## src/rtl/readback_pkg.sv

```systemverilog
// Shared constants and state encodings for the UART readback transmitter.
package readback_pkg;

    localparam int unsigned DATA_W_DEF  = 256;
    localparam int unsigned NBYTES      = DATA_W_DEF / 8;
    localparam int unsigned FRAME_BITS  = 10;   // 8N1: start + 8 data + stop
    localparam int unsigned BYTE_CNT_W  = 6;

    // Block-level sequencer
    typedef enum logic [1:0] {
        S_IDLE      = 2'd0,
        S_LOAD_BYTE = 2'd1,
        S_SEND      = 2'd2,
        S_FINISH    = 2'd3
    } top_state_t;

    // Per-byte serialiser
    typedef enum logic [1:0] {
        E_IDLE  = 2'd0,
        E_START = 2'd1,
        E_DATA  = 2'd2,
        E_STOP  = 2'd3
    } eng_state_t;

endpackage

```

## src/rtl/uart_tx_byte.sv

```systemverilog
// 8N1 byte serialiser. A new byte may be accepted while idle or in the last
// stop-bit cycle, so consecutive frames run back-to-back.
//   i_clk, i_rstn     : clock, async active-low reset
//   i_valid, i_byte   : byte handoff (taken when idle or on o_done)
//   o_serial          : UART line, idle high
//   o_busy            : frame in progress
//   o_done            : high during the final stop-bit cycle
module uart_tx_byte
    import readback_pkg::*;
#(
    parameter int unsigned CLKS_PER_BIT = 87
) (
    input  logic       i_clk,
    input  logic       i_rstn,
    input  logic       i_valid,
    input  logic [7:0] i_byte,
    output logic       o_serial,
    output logic       o_busy,
    output logic       o_done
);

    localparam int unsigned CW = (CLKS_PER_BIT > 1) ? $clog2(CLKS_PER_BIT) : 1;

    eng_state_t   r_state;
    logic [CW-1:0] r_cnt;
    logic [2:0]   r_bit;
    logic [7:0]   r_shift;
    logic         w_load;

    assign w_load = i_valid & ((r_state == E_IDLE) | o_done);

    // Bit sequencer: each bit held CLKS_PER_BIT cycles by a reloading down-counter
    always_ff @(posedge i_clk or negedge i_rstn) begin
        if (!i_rstn) begin
            r_state  <= E_IDLE;
            r_cnt    <= '0;
            r_bit    <= '0;
            r_shift  <= '0;
            o_serial <= 1'b1;
            o_busy   <= 1'b0;
            o_done   <= 1'b0;
        end else begin
            o_done <= 1'b0;
            if (w_load) begin
                r_shift  <= i_byte;
                r_cnt    <= CW'(CLKS_PER_BIT - 1);
                r_bit    <= '0;
                o_serial <= 1'b0;
                o_busy   <= 1'b1;
                r_state  <= E_START;
            end else begin
                case (r_state)
                    E_IDLE: begin
                        o_serial <= 1'b1;
                        o_busy   <= 1'b0;
                    end
                    E_START: begin
                        if (r_cnt == '0) begin
                            r_cnt    <= CW'(CLKS_PER_BIT - 1);
                            o_serial <= r_shift[0];
                            r_state  <= E_DATA;
                        end else begin
                            r_cnt <= r_cnt - CW'(1);
                        end
                    end
                    E_DATA: begin
                        if (r_cnt == '0) begin
                            r_cnt <= CW'(CLKS_PER_BIT - 1);
                            if (r_bit == 3'd7) begin
                                o_serial <= 1'b1;
                                r_state  <= E_STOP;
                            end else begin
                                o_serial <= r_shift[1];
                                r_shift  <= r_shift >> 1;
                                r_bit    <= r_bit + 3'd1;
                            end
                        end else begin
                            r_cnt <= r_cnt - CW'(1);
                        end
                    end
                    E_STOP: begin
                        // o_done lands on the final stop cycle so the next load can overlap it
                        if (r_cnt == CW'(1)) begin
                            o_done <= 1'b1;
                        end
                        if (r_cnt == '0) begin
                            o_busy  <= 1'b0;
                            r_state <= E_IDLE;
                        end else begin
                            r_cnt <= r_cnt - CW'(1);
                        end
                    end
                    default: r_state <= E_IDLE;
                endcase
            end
        end
    end

endmodule

```

## src/rtl/uart_readback_tx.sv

```systemverilog
// Snapshots a DATA_W-bit block and sends it byte 0 first as back-to-back 8N1 frames.
// Optional checksum frame (XOR of all data bytes) when READBACK_CHECKSUM_EN is defined.
//   i_clk, i_rstn : clock, async active-low reset
//   i_start       : snapshot i_data and begin (ignored while busy or on o_done)
//   i_data        : block to send
//   o_tx_serial   : UART line, idle high
//   o_busy        : transfer in progress
//   o_done        : one-cycle pulse after the last stop bit
//   o_byte_cnt    : index of the frame currently on the line
module uart_readback_tx
    import readback_pkg::*;
#(
    parameter int unsigned DATA_W       = 256,
    parameter int unsigned CLKS_PER_BIT = 87
) (
    input  logic                  i_clk,
    input  logic                  i_rstn,
    input  logic                  i_start,
    input  logic [DATA_W-1:0]     i_data,
    output logic                  o_tx_serial,
    output logic                  o_busy,
    output logic                  o_done,
    output logic [BYTE_CNT_W-1:0] o_byte_cnt
);

    localparam int unsigned BLK_BYTES = DATA_W / 8;
`ifdef READBACK_CHECKSUM_EN
    localparam int unsigned NFRAMES = BLK_BYTES + 1;
`else
    localparam int unsigned NFRAMES = BLK_BYTES;
`endif

    top_state_t        r_state;
    logic [DATA_W-1:0] r_snap;      // shifts down one byte per load; byte to send is [7:0]
    logic              w_eng_busy;
    logic              w_eng_done;
    logic              w_eng_ready;
    logic              w_more;
    logic              w_eng_valid;
    logic [7:0]        w_byte;

    assign w_eng_ready = ~w_eng_busy | w_eng_done;
    assign w_more      = (o_byte_cnt != BYTE_CNT_W'(NFRAMES - 1));
    // Next byte is handed over during the last stop cycle of the previous one
    assign w_eng_valid = ((r_state == S_LOAD_BYTE) |
                          ((r_state == S_SEND) & w_eng_done & w_more)) & w_eng_ready;

`ifdef READBACK_CHECKSUM_EN
    logic [7:0]            r_csum;
    logic [BYTE_CNT_W-1:0] w_load_idx;

    assign w_load_idx = (r_state == S_SEND) ? o_byte_cnt + BYTE_CNT_W'(1) : o_byte_cnt;
    assign w_byte     = (w_load_idx == BYTE_CNT_W'(BLK_BYTES)) ? r_csum : r_snap[7:0];

    // Running XOR of data bytes as they are handed to the serialiser
    always_ff @(posedge i_clk or negedge i_rstn) begin
        if (!i_rstn) begin
            r_csum <= '0;
        end else if (r_state == S_IDLE && i_start) begin
            r_csum <= '0;
        end else if (w_eng_valid) begin
            r_csum <= r_csum ^ r_snap[7:0];
        end
    end
`else
    assign w_byte = r_snap[7:0];
`endif

    // Block sequencer with registered status outputs
    always_ff @(posedge i_clk or negedge i_rstn) begin
        if (!i_rstn) begin
            r_state    <= S_IDLE;
            r_snap     <= '0;
            o_busy     <= 1'b0;
            o_done     <= 1'b0;
            o_byte_cnt <= '0;
        end else begin
            o_done <= 1'b0;
            if (w_eng_valid) begin
                r_snap <= r_snap >> 8;
            end
            case (r_state)
                S_IDLE: begin
                    if (i_start) begin
                        r_snap     <= i_data;
                        o_busy     <= 1'b1;
                        o_byte_cnt <= '0;
                        r_state    <= S_LOAD_BYTE;
                    end
                end
                S_LOAD_BYTE: r_state <= S_SEND;
                S_SEND: begin
                    if (w_eng_done) begin
                        if (w_more) begin
                            o_byte_cnt <= o_byte_cnt + BYTE_CNT_W'(1);
                        end else begin
                            o_done     <= 1'b1;
                            o_busy     <= 1'b0;
                            o_byte_cnt <= '0;
                            r_state    <= S_FINISH;
                        end
                    end
                end
                S_FINISH: r_state <= S_IDLE;
                default:  r_state <= S_IDLE;
            endcase
        end
    end

    uart_tx_byte #(
        .CLKS_PER_BIT (CLKS_PER_BIT)
    ) u_tx_byte (
        .i_clk    (i_clk),
        .i_rstn   (i_rstn),
        .i_valid  (w_eng_valid),
        .i_byte   (w_byte),
        .o_serial (o_tx_serial),
        .o_busy   (w_eng_busy),
        .o_done   (w_eng_done)
    );

endmodule

```

## config.mk

```make
export PLATFORM = sky130hd
export DESIGN_NAME = uart_readback_tx
export DESIGN_NICKNAME = d
export VERILOG_FILES = /design/src/rtl/readback_pkg.sv /design/src/rtl/uart_tx_byte.sv /design/src/rtl/uart_readback_tx.sv
export SDC_FILE = /design/constraint.sdc
export NUM_CORES = 1
export LEC_CHECK = 0
export CAP_MARGIN = 15
export CORE_AREA = 2 2 169 171
export CTS_BUF_LIST = sky130_fd_sc_hd__clkbuf_4 sky130_fd_sc_hd__clkbuf_8
export DETAILED_ROUTE_END_ITERATION = 12
export DIE_AREA = 0 0 171 173
export GPL_TIMING_DRIVEN = 0
export PLACE_DENSITY = 0.89
export SYNTH_ARGS = -nofsm -noshare
export SYNTH_HDL_FRONTEND = slang
export SYNTH_SLANG_ARGS = --single-unit
export TNS_END_PERCENT = 30
```

## constraint.sdc

```tcl
create_clock -name i_clk -period 2 [get_ports i_clk]
set_input_delay 0.2 -clock i_clk [delete_from_list [all_inputs] [get_ports i_clk]]
set_output_delay 0.2 -clock i_clk [all_outputs]
set_load 0.1 [all_outputs]
```

==> results of run 1 <==
==> cell families after synthesis <==
family,count (synthesis),share of synthesized area (%)
DFF,289,53.6
buffers and inverters,130,5.72
AOI/OAI and AO/OA,551,21.2
muxes,13,0.992
and+or+nand+nor,572,16.9
adders and majority gates,14,1.30
xor gates and xnor gates,4,0.260
==> state kept, by name (all words and copies together), names as in the netlist <==
register	count
r_snap	256
u_tx_byte.r_shift	8
u_tx_byte.r_cnt	7
o_byte_cnt	6
u_tx_byte.r_bit	3
r_state	2
u_tx_byte.r_state	2
o_busy	1
o_done	1
u_tx_byte.o_busy	1
u_tx_byte.o_done	1
u_tx_byte.o_serial	1
==> worst max path at each step <==
stage	cells after the start	endpoint	slack, ps
after global routing	7	r_snap[208]	-400
final	11	r_snap[175]	-310
after floorplan	8	u_tx_byte.r_shift[2]	0.4
after detailed placement	8	r_snap[34]	-460
after CTS	10	r_snap[58]	-230
after global placement	1	o_byte_cnt[1]	-13160
==> worst register-to-register path, stage by stage, from the launching register on <==
cell and delay (ps):
dfrtp_1 440, ha_4 190, or3b_4 410, buf_6 130, o211ai_4 170, buf_12 140, buf_12 130, buf_12 150
buf_12 110, buf_16 130, nand2_4 50, a21oi_2 190
==> cells in the mapped netlist, types with 3 or more instances <==
master	number
buf_1	23
dfrtp_1	288
o21a_1	3
nand2_1	273
and3_1	3
ha_1	14
o211ai_1	9
inv_1	10
a21oi_1	501
a211oi_1	3
nand3_1	14
mux2_2	3
nand2b_1	4
nor2_1	249
o21ai_0	16
nor2b_1	6
mux2i_1	10
buf_4	25
buf_6	24
a22o_1	3
clkbuf_1	40
buf_2	7
and2_1	4
==> layer usage <==
| metal | vias to the layer above | global-route usage [%] | share of wire [%] |
|---|---|---|---|
| met5 | - | 0 | 0 |
| met4 | 0 | 15.5 | 7.0 |
| met3 | 332 | 7.32 | 8.6 |
| met2 | 1022 | 56.4 | 50 |
| met1 | 7011 | 36.0 | 34 |
| li1 | 6105 | - | - |
==> through the flow <==
step	power [mW]	utilization, %	TNS (ps)
after floorplan	19.1	-	0
after global placement	22.0	60.3	-3317460
after detailed placement	22.6	60.5	-91570
after CTS	34.0	72.9	-25780
after global routing	40.8	77.8	-52040
final	39.2	77.8	-39830
==> final cells by class <==
type,count,share of cell area [%]
multi-input cells,1154,34.8
flip-flops and latches,289,33.7
repair buffers,340,19.1
plain buffers,118,5.50
clock buffers,79,4.48
well taps,378,2.20
inverters,10,0.175
diodes,1,0.0116
==> power breakdown <==
| group | internal [mW] | switching (mW) |
|---|---|---|
| registers | 8.93 | 2.89 |
| logic | 10.4 | 11.5 |
| clock network | 2.99 | 2.47 |
| total | 22.3 | 16.9 |
==> repair_timing <==
| item | 4_1_cts | 5_1_grt |
|---|---|---|
| hold buffers | 1 | 0 |
| setup buffers | 25 | 15 |
| resized for setup | 376 | 383 |
| pin swaps | 168 | 135 |
| cloned | 34 | 5 |
| endpoints found under the setup margin | 279 | 281 |
| hold endpoints to repair | 43 | 0 |
==> summary.md, run 1 <==
| Metric | Value |
|---|---|
| Data arrival time of the worst path | 2780 ps |
| IO Port Bufs | 267 |
| Cell total after placement | 2220 |
| Share of layout cells above drive strength 1 | 34.4% |
| Chip width | 171 um |
| Vias per Instance | 6.11 |
| Cell repeated most along the worst path | buf_12 |
| Deepest level of the CTS H-tree | 2 |
| Portion of synthesized cell area occupied by the leading cell type | 53.4% |
| Clock slew at reported path FFs | 70 ps |
| Syn Nets | 1846 |
| Clock buffers created by TritonCTS | 46 |
| Ranking of synthesized cells by area | dfrtp_1 (53%), a21oi_1 (19%), nand2_1 (7.6%) |
| Leading cell types in the layout, fill and taps excluded | dfrtp_1 (282), a21oi_2 (263), clkdlybuf4s50_1 (257), nor2_1 (249), a21oi_1 (195) |
| Sequential fraction of the synthesis area | 53.6% |
| Share of synthesized flip-flops with an asynchronous set or reset | 100% |
| Worst hold-check slack | 153 ps |
| Highest cell delay on the worst timing path | 440 ps |
| Required arrival time at the worst endpoint | 2470 ps |
| Detail Route Antenna Nets | 0 |
| Max clock buf depth | 3 |
| Die area | 0.0296 mm^2 |
| Setup repair after global routing missed its margin | true |
| Count of synthesis-stage warnings from yosys | 0 |
| Power per unit of standard cell area | 1830 mW/mm^2 |
| Remaining Overflow, GRT | 0 |
| Result of the run | finished, violations left |
| Routed Wire Length | 54900 um |
| Final-stage net count | 2232 |
| Placement Setup Slack | -460 ps |
| Worst skew pair latency | 570 ps |
| Min-Delay Path Class | input pin to asynchronous set/reset pin |
| Pre-antenna DRT Iters | 6 |
| Footprint of the multi-input gates | 0.00747 mm^2 |
| Final count of hold timing violations | 0 |
| Mean instance size in the synthesized netlist | 8.58 um^2 |
| Worst reg-to-reg setup slack | -310 ps |
| Most common cell after layout, fill and taps aside | dfrtp_1 |
| Antenna violations before repair | 1 |
| Max IR drop VDD | 966 uV |
| Final setup violation count | 249 |
| First-pass GRT wire length | 74300 um |
| Startpoint types | flop |
| Launch point of the worst path | r_state[0] |
| Least-Margin Pin Slew | 950 ps |
| Final Cell Area | 0.0215 mm^2 |
| I/O pin cnt | 268 |
| Top cell type by total area after synthesis | dfrtp_1 |
| Leakage dissipation | 9.25 nW |
| Total GRT Usage | 31.9% |
| Syn Inst Count | 1573 |
| Number of maximum-capacitance constraint violations | 0 |
| Num Clock Sinks | 289 |
| Final std cells w/o fill | 2369 |
| Endpoint class of the critical path | flop |
| Count of fill cells added during filler insertion | 1538 |
| Class of the most critical setup path | flop to flop |
| Clock root buffer | clkbuf_8 |
| Dpl hpwl | 28000 um |
| Core area | 0.0276 mm^2 |
| Area growth, synth to finish | 59.3% |
| Register-to-Register Path Depth | 11 |
| Failing checks | setup timing |
| Post-layout worst setup margin | -309 ps |
| Worst path slowest cell | dfrtp_1 |
| Via count of the first global-routing pass | 14358 |
| Shortest clock period the worst path allows after layout | 2310 ps |
| Peak clock frequency supported by timing | 0.433 GHz |
| Max-slew violations | 0 |
| Part of the cycle the worst path needs | 115% |
| Post-detailed-route wirelength per cell | 23.2 um |
| Normalized max-slew margin | 36.9% |
| Overall via count from detail_route | 14470 |
| Cell family with most CP delay | buffers and inverters |
| Number of flip-flops and latches in the synthesized netlist | 289 |
| Most common flop cell mapped by yosys | dfrtp_1 |
| Height of the die | 173 um |
| Layout Skew | 19.9 ps |
| Maximum number of pins on one net before global-route repair | 125 |
| Area taken by flip-flops and latches | 0.00725 mm^2 |
| DR iter-0 viols | 1814 |
| Area of the mapped netlist | 0.0135 mm^2 |
| Worst reg2reg startpoint | r_state[0] |
| CTS tree | built |
| Number of rows in the core area | 61 |
| Unique cell type count in the Yosys netlist | 55 |
| Starting density of the core | 48.8% |
| Number of remaining DRC errors | 0 |
| Post-synth EDFFs | 0 |
| RR Endpoint | r_snap[175] |
| Critical Path, Cell by Cell | ha_4 -> or3b_4 -> buf_6 -> o211ai_4 -> buf_12 -> buf_12 -> buf_12 -> buf_12 -> buf_16 -> nand2_4 -> a21oi_2 |
| DP Area | 0.0167 mm^2 |
| Maximum fanout along the worst path | 6 |
| Worst Path Buf+Inv | 6 |
| Gp weighted congestion | 0.906 |
No activity file was read; power rests on OpenSTA's default activity.
==> run 2, diff against run 1 <==
Settings changed: PLACE_DENSITY 0.89 to 0.79.
==> run 2 against run 1 <==
Effect of this change:
- the run still ends with setup timing left
- non-clock buffer count shrank 42
- clock skew grew 23 ps
- first-iteration DRC count shrank 43%
- count of clock-buffer cells in the layout grew 3
- core utilization shrank 3.6 points
- hold slack gained 22 ps
- critical path depth shrank 3
- largest power group unchanged
==> summary.md, run 2 (same netlist as run 1, synthesis figures left out) <==
| Metric | Value |
|---|---|
| Detail Route Antenna Nets | 0 (unchanged) |
| Diode insertion count for antenna repair | 0 (was 1) |
| Result of the run | finished, violations left (unchanged) |
| Placement Setup Slack | -456 ps (was -460 ps) |
| Cell family with most CP delay | compound AO/OA/AOI/OAI gates (was buffers and inverters) |
| Maximum number of pins on one net before global-route repair | 105 (was 125) |
| IO Port Bufs | 267 (unchanged) |
| Max clock buf depth | 3 (unchanged) |
| DR iter-0 viols | 1031 (was 1814) |
| Leakage dissipation | 8.84 nW (was 9.25 nW) |
| Power per unit of standard cell area | 1720 mW/mm^2 (was 1830 mW/mm^2) |
| Share of layout cells above drive strength 1 | 28.2% (was 34.4%) |
| Max-slew violations | 0 (unchanged) |
| Worst path slowest cell | or3b_4 (was dfrtp_1) |
| Part of the cycle the worst path needs | 107% (was 115%) |
| Total GRT Usage | 27.3% (was 31.9%) |
| Final-stage net count | 2193 (was 2232) |
| Dpl hpwl | 28300 um (was 28000 um) |
| Hold wc startpoint | i_data[255] |
| Final Cell Area | 0.0205 mm^2 (was 0.0215 mm^2) |
| Register-to-Register Path Depth | 8 (was 11) |
| Failing checks | setup timing (unchanged) |
| Via count of the first global-routing pass | 12780 (was 14358) |
| Endpoint class of the critical path | flop (unchanged) |
| Data arrival time of the worst path | 2580 ps (was 2780 ps) |
| Critical Path, Cell by Cell | inv_2 -> ha_4 -> or3b_4 -> o211a_4 -> buf_12 -> clkbuf_16 -> a21oi_2 -> a21oi_1 (was ha_4 -> or3b_4 -> buf_6 -> o211ai_4 -> buf_12 -> buf_12 -> buf_12 -> buf_12 -> buf_16 -> nand2_4 -> a21oi_2) |
| Highest cell delay on the worst timing path | 400 ps (was 440 ps) |
| Worst reg2reg startpoint | r_state[1] (was r_state[0]) |
| Gp weighted congestion | 0.867 (was 0.906) |
| Remaining Overflow, GRT | 0 (unchanged) |
| Number of remaining DRC errors | 0 (unchanged) |
| Core area | 0.0276 mm^2 (unchanged) |
| Antenna violations before repair | 6 (was 1) |
| Number of cells on the worst hold path | 3 |
| Worst hold-check slack | 175 ps (was 153 ps) |
| Endpoint with the worst hold slack | r_snap[255] |
| First-pass GRT wire length | 64800 um (was 74300 um) |
| Required arrival time at the worst endpoint | 2440 ps (was 2470 ps) |
| Die area | 0.0296 mm^2 (unchanged) |
| Maximum fanout along the worst path | 9 (was 6) |
| Power, Total | 35.3 mW (was 39.2 mW) |
| Pre-antenna DRT Iters | 5 (was 6) |
| Clock buffers created by TritonCTS | 49 (was 46) |
| Cell total after placement | 2220 (unchanged) |
| Setup repair after global routing missed its margin | true (unchanged) |
| Worst reg-to-reg setup slack | -140 ps (was -310 ps) |
| Min-Delay Path Class | input pin to flop (was input pin to asynchronous set/reset pin) |
| Post-detailed-route wirelength per cell | 19.9 um (was 23.2 um) |
| I/O pin cnt | 268 (unchanged) |
| Worst skew pair latency | 580 ps (was 570 ps) |
| Deepest level of the CTS H-tree | 2 (unchanged) |
| Register containing the most flip-flops in the final layout | r_snap (unchanged) |
| Vias per Instance | 5.71 (was 6.11) |
| Layout Skew | 43.4 ps (was 19.9 ps) |
| Routed Wire Length | 46400 um (was 54900 um) |
| Peak clock frequency supported by timing | 0.467 GHz (was 0.433 GHz) |
| Area growth, synth to finish | 51.8% (was 59.3%) |
| Normalized max-slew margin | 36.6% (was 36.9%) |
| Final count of hold timing violations | 0 (unchanged) |
| Shortest clock period the worst path allows after layout | 2140 ps (was 2310 ps) |
| Count of cell instances traversed by the critical path | 8 (was 11) |
| Leading registers by flop count | r_snap (256), u_tx_byte.r_shift (8), u_tx_byte.r_cnt (7) (unchanged) |
| Final setup violation count | 216 (was 249) |
| Chip width | 171 um (unchanged) |
| Max IR drop VDD | 847 uV (was 966 uV) |
| Height of the die | 173 um (unchanged) |
| Number of maximum-capacitance constraint violations | 0 (unchanged) |
| Number of rows in the core area | 61 (unchanged) |
| Final std cells w/o fill | 2334 (was 2369) |
| Clock root buffer | clkbuf_8 (unchanged) |
| RR Endpoint | r_snap[83] (was r_snap[175]) |
| DP Area | 0.0167 mm^2 (unchanged) |
| Leading cell types in the layout, fill and taps excluded | dfrtp_1 (282), clkdlybuf4s50_1 (257), nand2_1 (251), nor2_1 (249), a21oi_1 (228) (was dfrtp_1 (282), a21oi_2 (263), clkdlybuf4s50_1 (257), nor2_1 (249), a21oi_1 (195)) |
| Post-layout worst setup margin | -141 ps (was -309 ps) |
| Class of the most critical setup path | flop to flop (unchanged) |
| Starting density of the core | 48.8% (unchanged) |
| Num Clock Sinks | 289 (unchanged) |
| Overall via count from detail_route | 13336 (was 14470) |
| Number of flip-flops under the largest register name | 256 (unchanged) |
| Worst Path Buf+Inv | 3 (was 6) |
| Most common cell after layout, fill and taps aside | dfrtp_1 (unchanged) |
| Clock slew at reported path FFs | 60 ps (was 70 ps) |
| CTS tree | built (unchanged) |
| Least-Margin Pin Slew | 955 ps (was 950 ps) |
| Startpoint types | flop (unchanged) |
run 2: area by class of cell:
cell class	instances	area [um^2]
Buffer	119	1210
Fill cell	1840	7150
Timing Repair Buffer	297	3330
Sequential cell	289	7250
Clock buffer	82	997
Multi-Input combinational cell	1154	7150
Clock inverter	5	31.3
Tap cell	378	473
Inverter	10	37.5
run 2: metrics by stage:
step	TNS (ps)	util, %
3_5_place_dp	-87160	60.5
3_3_place_gp	-3402190	60.3
2_1_floorplan	0	-
6_report	-8730	74.1
4_1_cts	-14810	68.1
5_1_grt	-18820	74.1
run 2: routing by layer:
layer | GRT usage, % | routed length [um] | vias to the layer above | part of all wire (%)
met3 | 5.95 | 3310 | 162 | 7.1
met5 | 0 | 57 | - | 0.12
li1 | - | - | 6008 | -
met1 | 35.1 | 17900 | 6582 | 39
met4 | 8.30 | 1870 | 8 | 4.0
met2 | 46.3 | 23300 | 576 | 50
run 2: worst max path at each step:
| stage | from | end |
|---|---|---|
| detailed placement | r_state[1] | r_snap[62] |
| global route | r_state[1] | r_snap[31] |
| CTS | r_state[1] | r_snap[40] |
| finish | r_state[1] | r_snap[83] |
| global placement | i_rstn | o_byte_cnt[1] |
| floorplan | o_byte_cnt[0] | u_tx_byte.r_shift[2] |
run 2: report_power, final:
group / switching [mW] / internal [mW]
clock: 2.46 / 3.13
sequential: 2.65 / 8.94
combinational: 9.70 / 8.43
total: 14.8 / 20.5
run 2: worst reg2reg max path: cells and delay by family (launching register included):
family,cells,cell delay [ps]
AOI/OAI and AO/OA,3,600
and+or+nand+nor,1,400
DFF,1,380
adders and majority gates,1,170
buffers and inverters,3,450
run 2: timing repair:
action,in CTS,in global routing
gates resized for setup,282,298
endpoints found under the hold margin,84,0
hold buffers,1,0
cloned,4,16
setup buffers,4,5
pin swaps,47,107
endpoints found under the setup margin,280,278
